**src/rtl/bcnn_stream_pkg.sv**
```systemverilog
// Shared types and width helpers for the BCNN frame streamer.
package bcnn_stream_pkg;

  typedef enum logic [1:0] {
    IDLE   = 2'd0,
    FETCH  = 2'd1,
    STREAM = 2'd2,
    DRAIN  = 2'd3
  } stream_state_e;

  // Index width for a dimension of n entries; never narrower than one bit.
  function automatic int unsigned idx_w(input int unsigned n);
    return (n > 1) ? $clog2(n) : 1;
  endfunction

  // Drain counter must be able to hold the value d itself.
  function automatic int unsigned drain_w(input int unsigned d);
    return (d > 0) ? $clog2(d + 1) : 1;
  endfunction

  localparam int unsigned ROW_W   = idx_w(28);
  localparam int unsigned COL_W   = idx_w(28);
  localparam int unsigned DRAIN_W = drain_w(50);

endpackage

```
**src/rtl/bcnn_row_mem.sv**
```systemverilog
// Frame row store: one write port, one registered read port, storage not reset.
module bcnn_row_mem #(
  parameter int unsigned IMG_WIDTH  = 28,
  parameter int unsigned IMG_HEIGHT = 28,
  parameter int unsigned ADDR_W     = 5
) (
  input  logic                  clk,
  input  logic                  wr_en,
  input  logic [ADDR_W-1:0]     wr_addr,
  input  logic [IMG_WIDTH-1:0]  wr_data,
  input  logic                  rd_en,
  input  logic [ADDR_W-1:0]     rd_addr,
  output logic [IMG_WIDTH-1:0]  rd_data
);

  logic [IMG_WIDTH-1:0] mem [IMG_HEIGHT];

  // Synchronous write and registered read.
  always_ff @(posedge clk) begin
    if (wr_en) mem[wr_addr] <= wr_data;
    if (rd_en) rd_data <= mem[rd_addr];
  end

endmodule

```
**src/rtl/bcnn_frame_streamer.sv**
```systemverilog
// Streams a stored binary frame in raster order as a 1-bit pixel/valid stream,
// then waits a drain interval and pulses done.
module bcnn_frame_streamer
  import bcnn_stream_pkg::*;
#(
  parameter int unsigned IMG_WIDTH    = 28,
  parameter int unsigned IMG_HEIGHT   = 28,
  parameter int unsigned DRAIN_CYCLES = 50
) (
  input  logic                          clk,
  input  logic                          reset,
  input  logic                          wr_en,
  input  logic [idx_w(IMG_HEIGHT)-1:0]  wr_row,
  input  logic [IMG_WIDTH-1:0]          wr_data,
  input  logic                          start,
  input  logic                          hold,
  output logic                          pixel_out,
  output logic                          valid_out,
  output logic [idx_w(IMG_HEIGHT)-1:0]  row_idx,
  output logic [idx_w(IMG_WIDTH)-1:0]   col_idx,
  output logic                          busy,
  output logic                          done
);

  localparam int unsigned RW = idx_w(IMG_HEIGHT);
  localparam int unsigned CW = idx_w(IMG_WIDTH);
  localparam int unsigned DW = drain_w(DRAIN_CYCLES);

  stream_state_e state, state_next;

  logic [RW-1:0]        row_cnt;
  logic [CW-1:0]        col_cnt;
  logic [DW-1:0]        drain_cnt;
  logic [IMG_WIDTH-1:0] cur_row;
  logic [IMG_WIDTH-1:0] rd_data;
  logic [RW-1:0]        rd_addr;
  logic                 rd_en;
  logic                 mem_we;
  logic                 emit;
  logic                 last_col;
  logic                 last_row;
  logic                 last_px;
  logic                 drain_end;
  logic                 pend_px;

  assign mem_we    = wr_en && (state == IDLE) && (32'(wr_row) < IMG_HEIGHT);
  assign emit      = (state == STREAM) && !hold;
  assign last_col  = (col_cnt == CW'(IMG_WIDTH - 1));
  assign last_row  = (row_cnt == RW'(IMG_HEIGHT - 1));
  assign last_px   = emit && last_row && last_col;
  assign drain_end = (state == DRAIN) && (drain_cnt == DW'(DRAIN_CYCLES));

  // The read port always holds the row that column 0 of the pending row
  // needs: row 0 is read in FETCH, and each emitted pixel re-reads row r+1.
  // Reads are suppressed while stalled so that prefetched row is not lost.
  assign rd_en   = (state == FETCH) || emit;
  assign rd_addr = (state == FETCH) ? '0 : (last_row ? row_cnt : row_cnt + RW'(1));

  // Column 0 comes straight from the read port; later columns from the latched row.
  assign pend_px = (col_cnt == '0) ? rd_data[0] : cur_row[col_cnt];

  bcnn_row_mem #(
    .IMG_WIDTH  (IMG_WIDTH),
    .IMG_HEIGHT (IMG_HEIGHT),
    .ADDR_W     (RW)
  ) u_row_mem (
    .clk     (clk),
    .wr_en   (mem_we),
    .wr_addr (wr_row),
    .wr_data (wr_data),
    .rd_en   (rd_en),
    .rd_addr (rd_addr),
    .rd_data (rd_data)
  );

  // State register.
  always_ff @(posedge clk) begin
    if (reset) state <= IDLE;
    else       state <= state_next;
  end

  // Next-state logic.
  always_comb begin
    state_next = state;
    unique case (state)
      IDLE:    if (start) state_next = FETCH;
      FETCH:   state_next = STREAM;
      STREAM:  if (last_px) state_next = DRAIN;
      DRAIN:   if (drain_end) state_next = IDLE;
      default: state_next = IDLE;
    endcase
  end

  // Raster counters, row latch and drain counter.
  always_ff @(posedge clk) begin
    if (reset) begin
      row_cnt   <= '0;
      col_cnt   <= '0;
      drain_cnt <= '0;
      cur_row   <= '0;
    end else begin
      if (state == FETCH) begin
        row_cnt <= '0;
        col_cnt <= '0;
      end else if (emit) begin
        if (last_col) begin
          col_cnt <= '0;
          row_cnt <= last_row ? '0 : row_cnt + RW'(1);
        end else begin
          col_cnt <= col_cnt + CW'(1);
        end
      end
      if (emit && (col_cnt == '0)) cur_row <= rd_data;
      drain_cnt <= (state == DRAIN) ? drain_cnt + DW'(1) : '0;
    end
  end

  // Registered outputs; during a stall they present the pending pixel.
  always_ff @(posedge clk) begin
    if (reset) begin
      pixel_out <= 1'b0;
      valid_out <= 1'b0;
      row_idx   <= '0;
      col_idx   <= '0;
      busy      <= 1'b0;
      done      <= 1'b0;
    end else begin
      valid_out <= emit;
      if (state == STREAM) begin
        pixel_out <= pend_px;
        row_idx   <= row_cnt;
        col_idx   <= col_cnt;
      end else begin
        pixel_out <= 1'b0;
        row_idx   <= '0;
        col_idx   <= '0;
      end
      busy <= (state_next != IDLE);
      done <= drain_end;
    end
  end

endmodule

```
**config.mk**
```make
export PLATFORM = sky130hd
export DESIGN_NAME = bcnn_frame_streamer
export DESIGN_NICKNAME = d
export VERILOG_FILES = /design/src/rtl/bcnn_stream_pkg.sv /design/src/rtl/bcnn_row_mem.sv /design/src/rtl/bcnn_frame_streamer.sv
export SDC_FILE = /design/constraint.sdc
export NUM_CORES = 1
export LEC_CHECK = 0
export BUFFER_PORTS_ARGS = -buffer_cell sky130_fd_sc_hd__buf_2
export CAP_MARGIN = 40
export CELL_PAD_IN_SITES_DETAIL_PLACEMENT = 1
export CELL_PAD_IN_SITES_GLOBAL_PLACEMENT = 1
export CORE_MARGIN = 2
export CORE_UTILIZATION = 55
export CTS_BUF_LIST = sky130_fd_sc_hd__clkbuf_8
export CTS_CLUSTER_DIAMETER = 60
export CTS_CLUSTER_SIZE = 8
export DETAILED_ROUTE_END_ITERATION = 8
export PLACE_DENSITY_LB_ADDON = 0.1
export SYNTH_ARGS = -nofsm -noshare
export SYNTH_HDL_FRONTEND = slang
export SYNTH_HIERARCHICAL = 1
export SYNTH_SLANG_ARGS = --single-unit
```
**constraint.sdc**
```tcl
create_clock -name clk -period 3.82 [get_ports clk]
set_clock_uncertainty 0.15 [all_clocks]
set_input_delay 0 -clock clk [delete_from_list [all_inputs] [get_ports clk]]
set_output_delay 0 -clock clk [all_outputs]
set_load 0.05 [all_outputs]
```
==> results.json <==
{
  "outcome": "finished, final reports clean",
  "r2r_end": "u_row_mem/rd_data[13]$_DFFE_PP_",
  "gp_congestion": 0.797,
  "max_slew_margin_pct": 40.2,
  "max_freq_mhz": 271,
  "finalCritPeriodShare_pct": 96.5,
  "synthXorXnorAreaFrac_pct": 0.182,
  "crit_type": "register to register",
  "grt_first_pass_wirelength_um": 129000,
  "die_x_um": 252,
  "finalSetupViolCount": 0,
  "dp.final_hpwl_um": 51400,
  "dieArea_um2": 63400,
  "cap_violations": 0,
  "drt-initial-drc-count": 1773,
  "power.density_nw_per_um2": 471,
  "grt_max_degree": 49,
  "r2r_cells": 9,
  "synth-async-reset-ratio_pct": 0,
  "postRouteAntennaNets": 0,
  "cts_tree": "done",
  "finalCriticalPeriod_ps": 3690,
  "initial_utilization_pct": 55.8,
  "most-common-layout-cells": "812 x edfxtp_1, 226 x mux2i_1, 135 x nand2_1",
  "ir_drop_v": 0.000313,
  "synth-simple-area-share_pct": 4.82,
  "hold_path.class": "input pin to register",
  "drive_above_1_share_pct": 19.4,
  "tns_ps": 0,
  "crit_start": "row_cnt[0]$_SDFFE_PP0P_",
  "cts_setup_buffers": 0,
  "syn_area_um2": 33700,
  "vias": 18200,
  "grt_pass1_vias": 19300,
  "cts.sinks": 872,
  "drt-wirelength-per-cell_um": 30.5,
  "rrSetupSlack_ps": 130,
  "synth.avg_cell_area_um2": 17.9,
  "cp_max_fo": 48,
  "synthFlopType": "edfxtp_1",
  "cp.required_ps": 4000,
  "end_kind": "register",
  "synthAdderAreaFrac_pct": 0.222,
  "clkSlewWorstSetupHoldPaths_ps": 70,
  "finalHoldViolCount": 0,
  "synth_mux_area_share_pct": 12.3,
  "synth_edf_count": 812,
  "synth_compound_area_share_pct": 4.62,
  "avgViaCountPerCell": 6.32,
  "worst_pin_slew_ps": 895,
  "port_buffers": 51,
  "clkLatencyLatePin_ps": 740,
  "synth_seq_cells": 872,
  "h-tree-depth": 3,
  "synth_nets": 1925,
  "drc_errors": 0,
  "clock_path_buffers": 3,
  "ys_types": 62,
  "rr_startpoint": "row_cnt[0]$_SDFFE_PP0P_",
  "yosysWarnings": 6,
  "drt_wl_total_um": 88000,
  "slew_viol_final": 0,
  "leakage_nw": 12.9,
  "seq_area_frac_synth_pct": 75.8,
  "cp.arrival_ps": 3860,
  "layout.nets": 2122,
  "die_h_um": 252,
  "rows": 90,
  "grt.total_usage_pct": 28.4,
  "antenna_found_initial": 4,
  "drtPass1Iterations": 5,
  "stdcell_area_um2": 37700,
  "cts_root_buffer": "clkbuf_8",
  "synth_top_family_by_area": "multiplexers",
  "coreArea_um2": 60500,
  "rsz0062_at_grt": "false",
  "gr-total-overflow": 0,
  "final_common_cell": "edfxtp_1",
  "crit_end": "u_row_mem/rd_data[13]$_DFFE_PP_",
  "placed_area_um2": 35500,
  "synthCells": 1881,
  "fill_cells": 5163,
  "ios": 52,
  "cts_buffers": 118,
  "syn2layout_area_growth_pct": 11.8,
  "startpoint_type": "register"
}
-- per-layer routing --
layer  track usage [%]  up-vias  share of wire [%]  wire, µm
li1                  -     7786                  -         -
met1              40.9     9561                 43     37400
met2              44.5      709                 48     42000
met3              5.55      162                7.2      6360
met4              8.23        4                2.4      2130
met5                 0        -              0.030        26
-- final cells by class --
type / instances / area (µm²) / area share (%)
Multi-Input combinational cell: 898 / 7720 / 20.5
Timing Repair Buffer: 182 / 1680 / 4.44
Tap cell: 782 / 978 / 2.59
Inverter: 6 / 22.5 / 0.0597
Clock buffer: 118 / 1620 / 4.30
Clock inverter: 25 / 131 / 0.348
Sequential cell: 872 / 25600 / 67.8
Antenna cell: 2 / 5.00 / 0.0133
-- logic make-up after synthesis --
kind of cell	count (synthesis)
AO/OA/AOI/OAI	235
AND/OR/NAND/NOR	340
adder cells (fa/ha/maj)	6
flip-flops	872
buffers and inverters	111
XOR/XNOR	7
multiplexers	310
-- power by group --
group | switching [mW] | internal, mW | leakage [nW] | total, mW
Combinational | 0.715 | 0.507 | 4.13 | 1.22
Clock | 3.18 | 2.76 | 0.961 | 5.95
Sequential | 0.0681 | 10.6 | 7.80 | 10.6
-- cells in the mapped netlist (2+ instances only) --
library cell,n,area [µm²]
a2111o_1,8,90.1
a211oi_1,8,60.1
a211oi_2,12,150
a21boi_0,4,30.0
a21oi_1,90,450
a221oi_1,4,35.0
a22oi_1,49,368
a31oi_1,2,12.5
and2_1,13,81.3
and2b_1,3,22.5
and4b_1,2,20.0
buf_1,4,15.0
buf_2,19,95.1
buf_4,25,188
buf_6,13,146
buf_8,4,60.1
clkbuf_1,37,139
dfxtp_1,60,1200
edfxtp_1,812,24400
ha_1,6,75.1
inv_1,5,18.8
mux2i_1,226,2260
mux4_2,83,1870
nand2_1,135,507
nand2b_1,8,50.1
nand3_1,56,280
nand3b_1,7,52.6
nand4_1,19,119
nor2_1,58,218
nor2b_1,15,93.8
nor3_1,4,20.0
o21ai_0,4,20.0
o21ai_1,11,55.1
o22ai_1,35,219
or2_2,3,18.8
or3_1,4,25.0
or3b_2,3,26.3
xnor2_1,3,26.3
xor2_1,4,35.0
-- repair_timing --
action	in CTS	in global routing
endpoints found under the hold margin	985	0
resized for setup	0	2
hold buffers	44	0
setup endpoints to repair	0	1
-- critical path, cell delays in order (launching register included) --
cell and delay (ps):
dfxtp_1 420, ha_1 280, and4b_1 330, nand2_1 130, a21oi_4 650, and2_2 310, buf_12 310, a22oi_1 150
nand3_1 150, nand4_1 350
-- how the worst min path moves through the flow --
stage / endpoint / from / cells past startpoint
CTS: row_cnt[0]$_SDFFE_PP0P_ / hold / 5
floorplan: valid_out$_SDFF_PP0_ / hold / 1
detailed placement: valid_out$_SDFF_PP0_ / hold / 2
finish: row_cnt[0]$_SDFFE_PP0P_ / hold / 5
global placement: valid_out$_SDFF_PP0_ / hold / 2
global route: row_cnt[0]$_SDFFE_PP0P_ / hold / 5
-- metrics by stage --
stage	power [mW]	utilization (%)	setup slack, ps	hold slack, ps	std cells
floorplan	11.6	-	633	-78.4	1881
global placement	12.0	58.7	198	51.0	2694
detailed placement	12.0	58.7	83.2	60.3	2695
CTS	17.9	62.4	56.6	4.07	2882
global route	18.3	62.4	15.7	97.9	2885
finish	17.8	62.4	135	55.7	2885
-- sequential cells by signal, summed over array words and instances, names as in the netlist, 2 cells and up --
| register | cells |
|---|---|
| u_row_mem/mem | 784 |
| cur_row | 28 |
| u_row_mem/rd_data | 28 |
| drain_cnt | 6 |
| col_cnt | 5 |
| col_idx | 5 |
| row_cnt | 5 |
| row_idx | 5 |
| state | 2 |
No activity file was read; power rests on OpenSTA's default activity.
